[src/rtl/fft_pkg.sv]
// fft_pkg: shared FSM state type, default sizing and token-length helper for the FFT controller
package fft_pkg;
  typedef enum logic {IDLE, CAPTURE} state_t;
  localparam int DEF_LOG2N = 3;
  localparam int DEF_STAGE_LAT = 1;
  // One slot per stage step plus the trailing done slot
  function automatic int tok_len(input int log2n, input int stage_lat);
    return log2n * stage_lat + 1;
  endfunction
endpackage

[src/rtl/fft_np_ctrl_if.sv]
// fft_np_ctrl_if: control/handshake bundle between sample source, controller and FFT datapath
//   master: drives start/cont_mode/flush/in_valid, observes controller outputs
//   slave : the controller (in_ready, en_s2p, s2p_addr, en_stage, frame_done, busy, frame_cnt)
interface fft_np_ctrl_if import fft_pkg::*; #(
  parameter int LOG2N = DEF_LOG2N,
  parameter int FCNT_W = 8
);
  logic start, cont_mode, flush, in_valid;
  logic in_ready, en_s2p, frame_done, busy;
  logic [LOG2N-1:0] s2p_addr, en_stage;
  logic [FCNT_W-1:0] frame_cnt;
  modport master (output start, cont_mode, flush, in_valid,
                  input in_ready, en_s2p, s2p_addr, en_stage, frame_done, busy, frame_cnt);
  modport slave (input start, cont_mode, flush, in_valid,
                 output in_ready, en_s2p, s2p_addr, en_stage, frame_done, busy, frame_cnt);
endinterface

[src/rtl/fft_stage_token_pipe.sv]
// fft_stage_token_pipe: launch-token shift register feeding the butterfly stage enables
//   inject   : token enters slot 0 (first stage enable next cycle)
//   clr      : synchronous clear of all in-flight tokens (wins over inject)
//   taps[s]  : stage s enable, STAGE_LAT slots apart
//   done     : last slot, frame completion pulse
//   done_nxt : a token will reach the done slot on the next edge
//   any      : at least one token in flight
module fft_stage_token_pipe import fft_pkg::*; #(
  parameter int LOG2N = DEF_LOG2N,
  parameter int STAGE_LAT = DEF_STAGE_LAT
) (
  input  logic             clk,
  input  logic             reset_n,
  input  logic             inject,
  input  logic             clr,
  output logic [LOG2N-1:0] taps,
  output logic             done,
  output logic             done_nxt,
  output logic             any
);
  localparam int L = tok_len(LOG2N, STAGE_LAT);
  logic [L-1:0] tok;
  always_ff @(posedge clk or negedge reset_n)
    if (!reset_n) tok <= '0;
    else tok <= clr ? '0 : {tok[L-2:0], inject};
  genvar s;
  for (s = 0; s < LOG2N; s++) begin : g_tap
    assign taps[s] = tok[s*STAGE_LAT];
  end
  assign done = tok[L-1];
  assign done_nxt = tok[L-2] & ~clr;
  assign any = |tok;
endmodule

[src/rtl/fft_np_ctrl.sv]
// fft_np_ctrl: radix-2 N-point FFT controller; paces S2P capture and launches stage enables per frame
//   clk, reset_n : clock and asynchronous active-low reset
//   bus (slave)  : start/cont_mode/flush/in_valid in; in_ready, en_s2p, s2p_addr,
//                  en_stage, frame_done, busy, frame_cnt out
module fft_np_ctrl import fft_pkg::*; #(
  parameter int LOG2N = DEF_LOG2N,
  parameter int STAGE_LAT = DEF_STAGE_LAT,
  parameter int FCNT_W = 8
) (
  input logic         clk,
  input logic         reset_n,
  fft_np_ctrl_if.slave bus
);
  state_t state, state_nxt;
  logic [LOG2N-1:0] addr;
  logic [FCNT_W-1:0] fcnt;
  logic last, done_nxt, tok_any;
  // in_ready comes straight from the state flop, so it is registered
  assign bus.in_ready = state == CAPTURE;
  assign bus.en_s2p = bus.in_valid & bus.in_ready & ~bus.flush;
  assign last = bus.en_s2p & (&addr);
  always_comb begin
    state_nxt = state;
    state_nxt = bus.flush ? IDLE :
                (state == IDLE) ? (bus.start ? CAPTURE : IDLE) :
                (last & ~bus.cont_mode) ? IDLE : CAPTURE;
  end
  always_ff @(posedge clk or negedge reset_n)
    if (!reset_n) begin
      state <= IDLE;
      addr <= '0;
      fcnt <= '0;
    end else begin
      state <= state_nxt;
      addr <= bus.flush ? '0 : addr + LOG2N'(bus.en_s2p);
      fcnt <= fcnt + FCNT_W'(done_nxt);
    end
  fft_stage_token_pipe #(.LOG2N(LOG2N), .STAGE_LAT(STAGE_LAT)) u_pipe (
    .clk(clk), .reset_n(reset_n), .inject(last), .clr(bus.flush),
    .taps(bus.en_stage), .done(bus.frame_done), .done_nxt(done_nxt), .any(tok_any)
  );
  assign bus.s2p_addr = addr;
  assign bus.frame_cnt = fcnt;
  assign bus.busy = bus.in_ready | tok_any;
endmodule
[src/flat_wrapper.sv]
// flat-port wrapper written by rule: the top's interface ports become plain ports
module fft_np_ctrl_flat import fft_pkg::*;
#(
  parameter int LOG2N = DEF_LOG2N,
  parameter int STAGE_LAT = DEF_STAGE_LAT,
  parameter int FCNT_W = 8
)
  (clk, reset_n, bus_start, bus_cont_mode, bus_flush, bus_in_valid, bus_in_ready, bus_en_s2p, bus_s2p_addr, bus_en_stage, bus_frame_done, bus_busy, bus_frame_cnt);
  fft_np_ctrl_if #(.LOG2N(LOG2N), .FCNT_W(FCNT_W)) bus_i ();
  input logic clk;
  input logic reset_n;
  input wire logic [$bits(bus_i.start)-1:0] bus_start;
  input wire logic [$bits(bus_i.cont_mode)-1:0] bus_cont_mode;
  input wire logic [$bits(bus_i.flush)-1:0] bus_flush;
  input wire logic [$bits(bus_i.in_valid)-1:0] bus_in_valid;
  output wire logic [$bits(bus_i.in_ready)-1:0] bus_in_ready;
  output wire logic [$bits(bus_i.en_s2p)-1:0] bus_en_s2p;
  output wire logic [$bits(bus_i.s2p_addr)-1:0] bus_s2p_addr;
  output wire logic [$bits(bus_i.en_stage)-1:0] bus_en_stage;
  output wire logic [$bits(bus_i.frame_done)-1:0] bus_frame_done;
  output wire logic [$bits(bus_i.busy)-1:0] bus_busy;
  output wire logic [$bits(bus_i.frame_cnt)-1:0] bus_frame_cnt;
  assign bus_i.start = bus_start;
  assign bus_i.cont_mode = bus_cont_mode;
  assign bus_i.flush = bus_flush;
  assign bus_i.in_valid = bus_in_valid;
  assign bus_in_ready = bus_i.in_ready;
  assign bus_en_s2p = bus_i.en_s2p;
  assign bus_s2p_addr = bus_i.s2p_addr;
  assign bus_en_stage = bus_i.en_stage;
  assign bus_frame_done = bus_i.frame_done;
  assign bus_busy = bus_i.busy;
  assign bus_frame_cnt = bus_i.frame_cnt;
  fft_np_ctrl #(.LOG2N(LOG2N), .STAGE_LAT(STAGE_LAT), .FCNT_W(FCNT_W)) u_core (.clk(clk), .reset_n(reset_n), .bus(bus_i));
endmodule
[config.mk]
export PLATFORM = sky130hd
export DESIGN_NAME = fft_np_ctrl_flat
export DESIGN_NICKNAME = d
export VERILOG_FILES = /design/src/rtl/fft_pkg.sv /design/src/rtl/fft_np_ctrl_if.sv /design/src/rtl/fft_stage_token_pipe.sv /design/src/rtl/fft_np_ctrl.sv /design/src/flat_wrapper.sv
export SDC_FILE = /design/constraint.sdc
export NUM_CORES = 1
export LEC_CHECK = 0
export ABC_AREA = 1
export BUFFER_PORTS_ARGS = -buffer_cell sky130_fd_sc_hd__buf_2
export CORE_MARGIN = 1
export CORE_UTILIZATION = 47
export DETAILED_ROUTE_END_ITERATION = 10
export PLACE_DENSITY = 0.75
export SLEW_MARGIN = 10
export SYNTH_ARGS = -nofsm -noshare
export SYNTH_HDL_FRONTEND = slang
export SYNTH_SLANG_ARGS = --single-unit
[constraint.sdc]
create_clock -name clk -period 1.4 [get_ports clk]
set_input_delay 0.14 -clock clk [delete_from_list [all_inputs] [get_ports clk]]
set_output_delay 0.14 -clock clk [all_outputs]
set_load 0.005 [all_outputs]
==> results_dict.tcl, run 1 <==
set metrics [dict create \
    end_kind "flip-flop" \
    tightest_slew_ns 0.342 \
    numPortBuffers 23 \
    max_freq_ghz 0.780 \
    grt_pass1_wl_um 2280 \
    insertedDiodeCount 0 \
    crit_family "adder cells" \
    first_global_vias 541 \
    pwr-share-clk_pct 36.3 \
    fin_crit_ns 1.28 \
    crit_type "flip-flop to flip-flop" \
    maxSlewHeadroom_pct 77.2 \
    rsz0062_at_grt "no" \
    top_usage_layer "met2" \
    htree_levels 1 \
    power_frac_seq_pct 57.7 \
    io_pins 24 \
    setup_tns_ns 0 \
    layout.cells.most_common "buf_2" \
    hold_viol 0 \
    hold_path.class "input port to flip-flop" \
    drt_pre_antenna_iters 4 \
    p_int_w 0.000652 \
    vias 578 \
    grt_start_max_net_pins 17 \
    wl_per_cell_um 10.6 \
    final_cell_mix "23 x buf_2, 17 x nand2_1, 16 x dfrtp_1" \
    synth-seq-cells 16 \
    cpPeakStageDelay_ns 0.35 \
    place_congestion 0.847 \
    ant_nets 0 \
    power_switching_w 0.000180 \
    p_per_area_nw_per_um2 918 \
    post-route-util_pct 65.5 \
    cts-root-buf "clkbuf_4" \
    cap_viol_max_count 0 \
    grt_antenna_before_repair 0 \
    wl_um 1300 \
    syn_nets 89 \
    worstSetupStartpointType "flip-flop" \
    clkSlewWorstSetupHoldPaths_ns 0.09 \
    place_hpwl_um 1060 \
    cp_num_buf_inv 1 \
    ir_drop_uv 545 \
    cp.required_ns 1.58 \
    die_w_um 41.5 \
    switching_share_pct 21.6 \
    cts_buffers 3 \
    synthesis.area_um2 734 \
    synth_cell_types 16 \
    hold_path_depth 2 \
    avgSynthCellArea_um2 9.18 \
    globalRouteTotalUtil_pct 17.6 \
    drive_gt1_share_pct 34.6 \
    period_share_pct 91.5 \
    core_um2 1380 \
    rows 13 \
    area_growth_pct 23.3 \
    finalMaxSlewViolations 0 \
    cts_tree "yes" \
    clkLatencyLatePin_ns 0.29 \
    p_leak_nw 0.541 \
    gr-usage-met1_pct 21.9 \
    nets 117 \
    use_met3_pct 5.22 \
    overflow 0 \
    reg2reg_depth 6 \
    drt-initial-drc-count 15 \
    status "complete, no violations" \
    crit_chain "inv_1, nor2_1, ha_1, ha_2, nand2_1, xor2_1" \
    clock_path_buffers 2 \
    report.final.setup_viol 0 \
    crit_path_max_fanout 4 \
    die_area_um2 1720 \
    p_comb_share_pct 6.1 \
    critPathSlowestCell "dfrtp_1" \
    cts.sinks 16 \
    ys_seq_area_share_pct 54.5 \
    final.setup_skew_ns 0.00135 \
    drc_errors 0 \
    arrival_ns 1.46 \
    path_depth 6 \
    vias_per_cell 4.74 \
    initial_core_util_pct 53.1 \
    use_met2_pct 28.1 \
    synthCells 80 \
    dieHeight_um 41.5 \
    yosysWarnings 0 \
]
[cell usage after synthesis]
master / n / share of area (%)
buf_6: 1 / 1.5
dfrtp_1: 16 / 55
ha_1: 3 / 5.1
inv_1: 12 / 6.1
inv_2: 3 / 1.5
nand2_1: 17 / 8.7
nand2_2: 2 / 1.7
nand3_1: 3 / 2.0
nand3b_1: 2 / 2.0
nand4_1: 1 / 0.85
nor2_1: 11 / 5.6
nor2_2: 2 / 1.7
nor2_4: 2 / 3.1
nor3_1: 1 / 0.68
xnor2_1: 1 / 1.2
xor2_1: 3 / 3.6
[worst reg2reg max path, cell delays in order, from the launching register on]
cell and delay (ns):
dfrtp_1 0.35, inv_1 0.05, nor2_1 0.13, ha_1 0.20, ha_2 0.22, nand2_1 0.08
xor2_1 0.14
[logic make-up after synthesis]
kind of cell               synth area share, %
xor gates and xnor gates                  4.77
and+or+nand+nor                           26.4
DFF                                       54.5
buffers and inverters                     9.20
adders and majority gates                 5.11
[cell type report]
cell class / instances / area, um^2
sequential: 16 / 400
inverter: 15 / 56.3
clock buffer: 4 / 36.3
multi-input combinational: 48 / 269
tap: 15 / 18.8
fill: 111 / 477
timing repair buffer: 24 / 125
[worst paths after layout]
kind	slack, ns	from	to
worst max-delay path	0.12	u_core.u_pipe.tok[2]	u_core.bus.frame_cnt[4]
worst min-delay path	0.13	bus_flush	u_core.bus.s2p_addr[1]
worst max register to register	0.12	u_core.u_pipe.tok[2]	u_core.bus.frame_cnt[4]
worst min register to register	0.51	u_core.bus.frame_cnt[7]	u_core.bus.frame_cnt[7]
max in group asynchronous	0.87	reset_n	u_core.bus.s2p_addr[1]
min in group asynchronous	0.28	reset_n	u_core.bus.frame_cnt[7]
[through the flow]
stage	instances	total power, W	worst slack (ns)	hold slack (ns)	instance area, um^2
floorplan	80	0.000510	0.209	-0.156	734
global placement	117	0.000537	0.189	0.0660	857
detailed placement	117	0.000540	0.0893	0.0698	857
CTS	122	0.000840	0.0813	0.134	903
global route	122	0.000875	0.0170	0.133	906
finish	122	0.000832	0.119	0.132	906
[flip-flops by register name, summed over array words and instances (netlist names)]
register	cells
u_core.bus.in_ready	1
u_core.u_pipe.tok	4
u_core.bus.s2p_addr	3
u_core.bus.frame_cnt	8
[layer usage]
metal | routed length (um) | vias up
li1 | - | 293
met2 | 657 | 15
met5 | 0 | -
met3 | 58 | 3
met1 | 563 | 267
met4 | 19 | 0
[power by group through the flow]
stage	clock, W	combinational (W)	sequential (W)
2_1_floorplan	0	0.0000210	0.000489
3_3_place_gp	0	0.0000488	0.000488
3_5_place_dp	0	0.0000504	0.000489
4_1_cts	0.000307	0.0000525	0.000480
5_1_grt	0.000333	0.0000600	0.000482
6_report	0.000302	0.0000504	0.000480
[timing repair]
| action | CTS | global route |
|---|---|---|
| setup endpoints to repair | 0 | 1 |
| hold endpoints to repair | 16 | 0 |
| gates resized for setup | 0 | 1 |
| hold buffers | 1 | 0 |
| buffers inserted | 0 | 0 |
Power figures use the tool's default switching activity.
==> run 2: changes to the inputs <==
--- a/config.mk
+++ b/config.mk
@@ -7,6 +7,7 @@
 export LEC_CHECK = 0
 export ABC_AREA = 1
 export BUFFER_PORTS_ARGS = -buffer_cell sky130_fd_sc_hd__buf_2
+export CORE_ASPECT_RATIO = 0.9
 export CORE_MARGIN = 1
 export CORE_UTILIZATION = 47
 export DETAILED_ROUTE_END_ITERATION = 10
==> results_dict.tcl, run 2 (same netlist as run 1, synthesis figures left out) <==
set metrics [dict create \
    place_ws_ns 0.108 \
    crit_chain "nor3_1, nand3_1, buf_2" \
    numPortBuffers 23 \
    drt-initial-drc-count 12 \
    drt_pre_antenna_iters 7 \
    pwr-share-clk_pct 36.5 \
    cap_viol_max_count 0 \
    cts_tree "yes" \
    layout.cells.most_common "buf_2" \
    r2r_end "u_core.bus.frame_cnt[6]" \
    crit_family "flip-flops" \
    rows 13 \
    initial_core_util_pct 50.7 \
    wl_per_cell_um 10.6 \
    drive_gt1_share_pct 35.5 \
    overflow 0 \
    cpPeakStageDelay_ns 0.42 \
    largest_reg_flops 8 \
    max_freq_ghz 0.800 \
    hold_path_depth 5 \
    switching_share_pct 22.1 \
    cp.required_ns 1.26 \
    clkLatencyLatePin_ns 0.29 \
    report.final.setup_viol 0 \
    r2r_start "u_core.u_pipe.tok[2]" \
    p_leak_nw 0.541 \
    cts_buffers 3 \
    grt_pass1_wl_um 2150 \
    crit_path_max_fanout 4 \
    reg2reg_depth 7 \
    post_cts_buffers 0 \
    maxSlewHeadroom_pct 77.5 \
    grt_antenna_before_repair 0 \
    hold_viol 0 \
    grt_start_max_net_pins 17 \
    power_switching_w 0.000185 \
    finalWorstSetupSlack_ns 0.150 \
    post-route-util_pct 62.7 \
    place_hpwl_um 1010 \
    htree_levels 1 \
    end_kind "primary output" \
    wl_um 1300 \
    holdCritStartpoint "bus_cont_mode" \
    status "finished with violations" \
    drc_errors 1 \
    setup_tns_ns 0 \
    critPathSlowestCell "dfrtp_1" \
    final_cell_mix "23 x buf_2, 17 x nand2_1, 16 x dfrtp_1" \
    vias 551 \
    die_w_um 43.7 \
    ant_nets 0 \
    cts.sinks 16 \
    violations "design-rule violations" \
    globalRouteTotalUtil_pct 18.4 \
    final.setup_skew_ns 0.00531 \
    r2r_slack_ns 0.16 \
    place_congestion 0.751 \
    holdPathEnd "u_core.bus.in_ready" \
    dieHeight_um 39.5 \
    rsz0062_at_grt "no" \
    worstSetupStartpointType "flip-flop" \
    core_um2 1450 \
    tightest_slew_ns 0.337 \
    finalMaxSlewViolations 0 \
    arrival_ns 1.11 \
    period_share_pct 89.3 \
    vias_per_cell 4.52 \
    fin_crit_ns 1.25 \
    first_global_vias 516 \
    ir_drop_uv 606 \
    io_pins 24 \
    p_comb_share_pct 6.1 \
    insertedDiodeCount 0 \
    clock_path_buffers 2 \
    p_int_w 0.000653 \
    area_growth_pct 23.7 \
    power_frac_seq_pct 57.3 \
    hold_path.class "input port to flip-flop" \
    crit_type "flip-flop to primary output" \
    die_area_um2 1720 \
    clkSlewWorstSetupHoldPaths_ns 0.10 \
    cp_num_buf_inv 1 \
    nets 117 \
    p_per_area_nw_per_um2 922 \
    cts-root-buf "clkbuf_4" \
]
run 2: cell counts in the layout (fill, tap and decap cells not counted):
Identical to the previous run, type by type.
run 2: through the flow:
stage                     hold WS, ns  std cells  cell area, um^2  total power, W
after global placement         0.0641        117              857        0.000538
final                           0.139        122              908        0.000837
after floorplan                -0.156         80              734        0.000510
after detailed placement       0.0666        117              857        0.000539
after global routing            0.153        122              908        0.000877
after CTS                       0.140        122              903        0.000845
run 2: how the worst max path moves through the flow:
stage                              start                 endpoint  slack, ns  cells after the start
finish               u_core.bus.in_ready                 bus_busy       0.15                      3
global route         u_core.bus.in_ready   u_core.bus.s2p_addr[2]       0.03                      7
CTS                 u_core.u_pipe.tok[2]  u_core.bus.frame_cnt[6]       0.09                      7
global placement    u_core.u_pipe.tok[2]  u_core.bus.frame_cnt[4]       0.19                      6
floorplan           u_core.u_pipe.tok[2]  u_core.bus.frame_cnt[4]       0.21                      6
detailed placement  u_core.u_pipe.tok[2]  u_core.bus.frame_cnt[6]       0.11                      7
run 2: timing repair:
action | in CTS | in global routing
endpoints found under the hold margin | 16 | 0
gates resized for setup | 0 | 2
endpoints found under the setup margin | 0 | 2
hold buffers | 1 | 0
run 2: area by class of cell:
class                   instances  area [um^2]
fillers                       131          539
flip-flops and latches         16          400
multi-input cells              48          272
repair buffers                 24          125
inverters                      15         56.3
clock buffers                   4         36.3
well taps                      15         18.8
run 2: layer usage:
layer / GRT usage [%] / vias to the layer above / share of wire [%] / wire (um)
met5: 0 / - / 0 / 0
li1: - / 292 / - / -
met3: 4.15 / 5 / 3.9 / 50
met1: 23.2 / 243 / 48 / 620
met4: 11.7 / 0 / 2.7 / 35
met2: 28.7 / 11 / 46 / 591
run 2: power groups by stage:
stage,Clock (W),Sequential [W],Combinational [W]
6_report,0.000306,0.000480,0.0000512
2_1_floorplan,0,0.000489,0.0000210
3_5_place_dp,0,0.000489,0.0000502
4_1_cts,0.000313,0.000480,0.0000529
5_1_grt,0.000335,0.000482,0.0000606
3_3_place_gp,0,0.000489,0.0000490
run 2: worst min-delay path, delay by kind of cell:
family | cells | cell delay (ns)
buffers and inverters | 3 | 0.14
and+or+nand+nor | 2 | 0.12
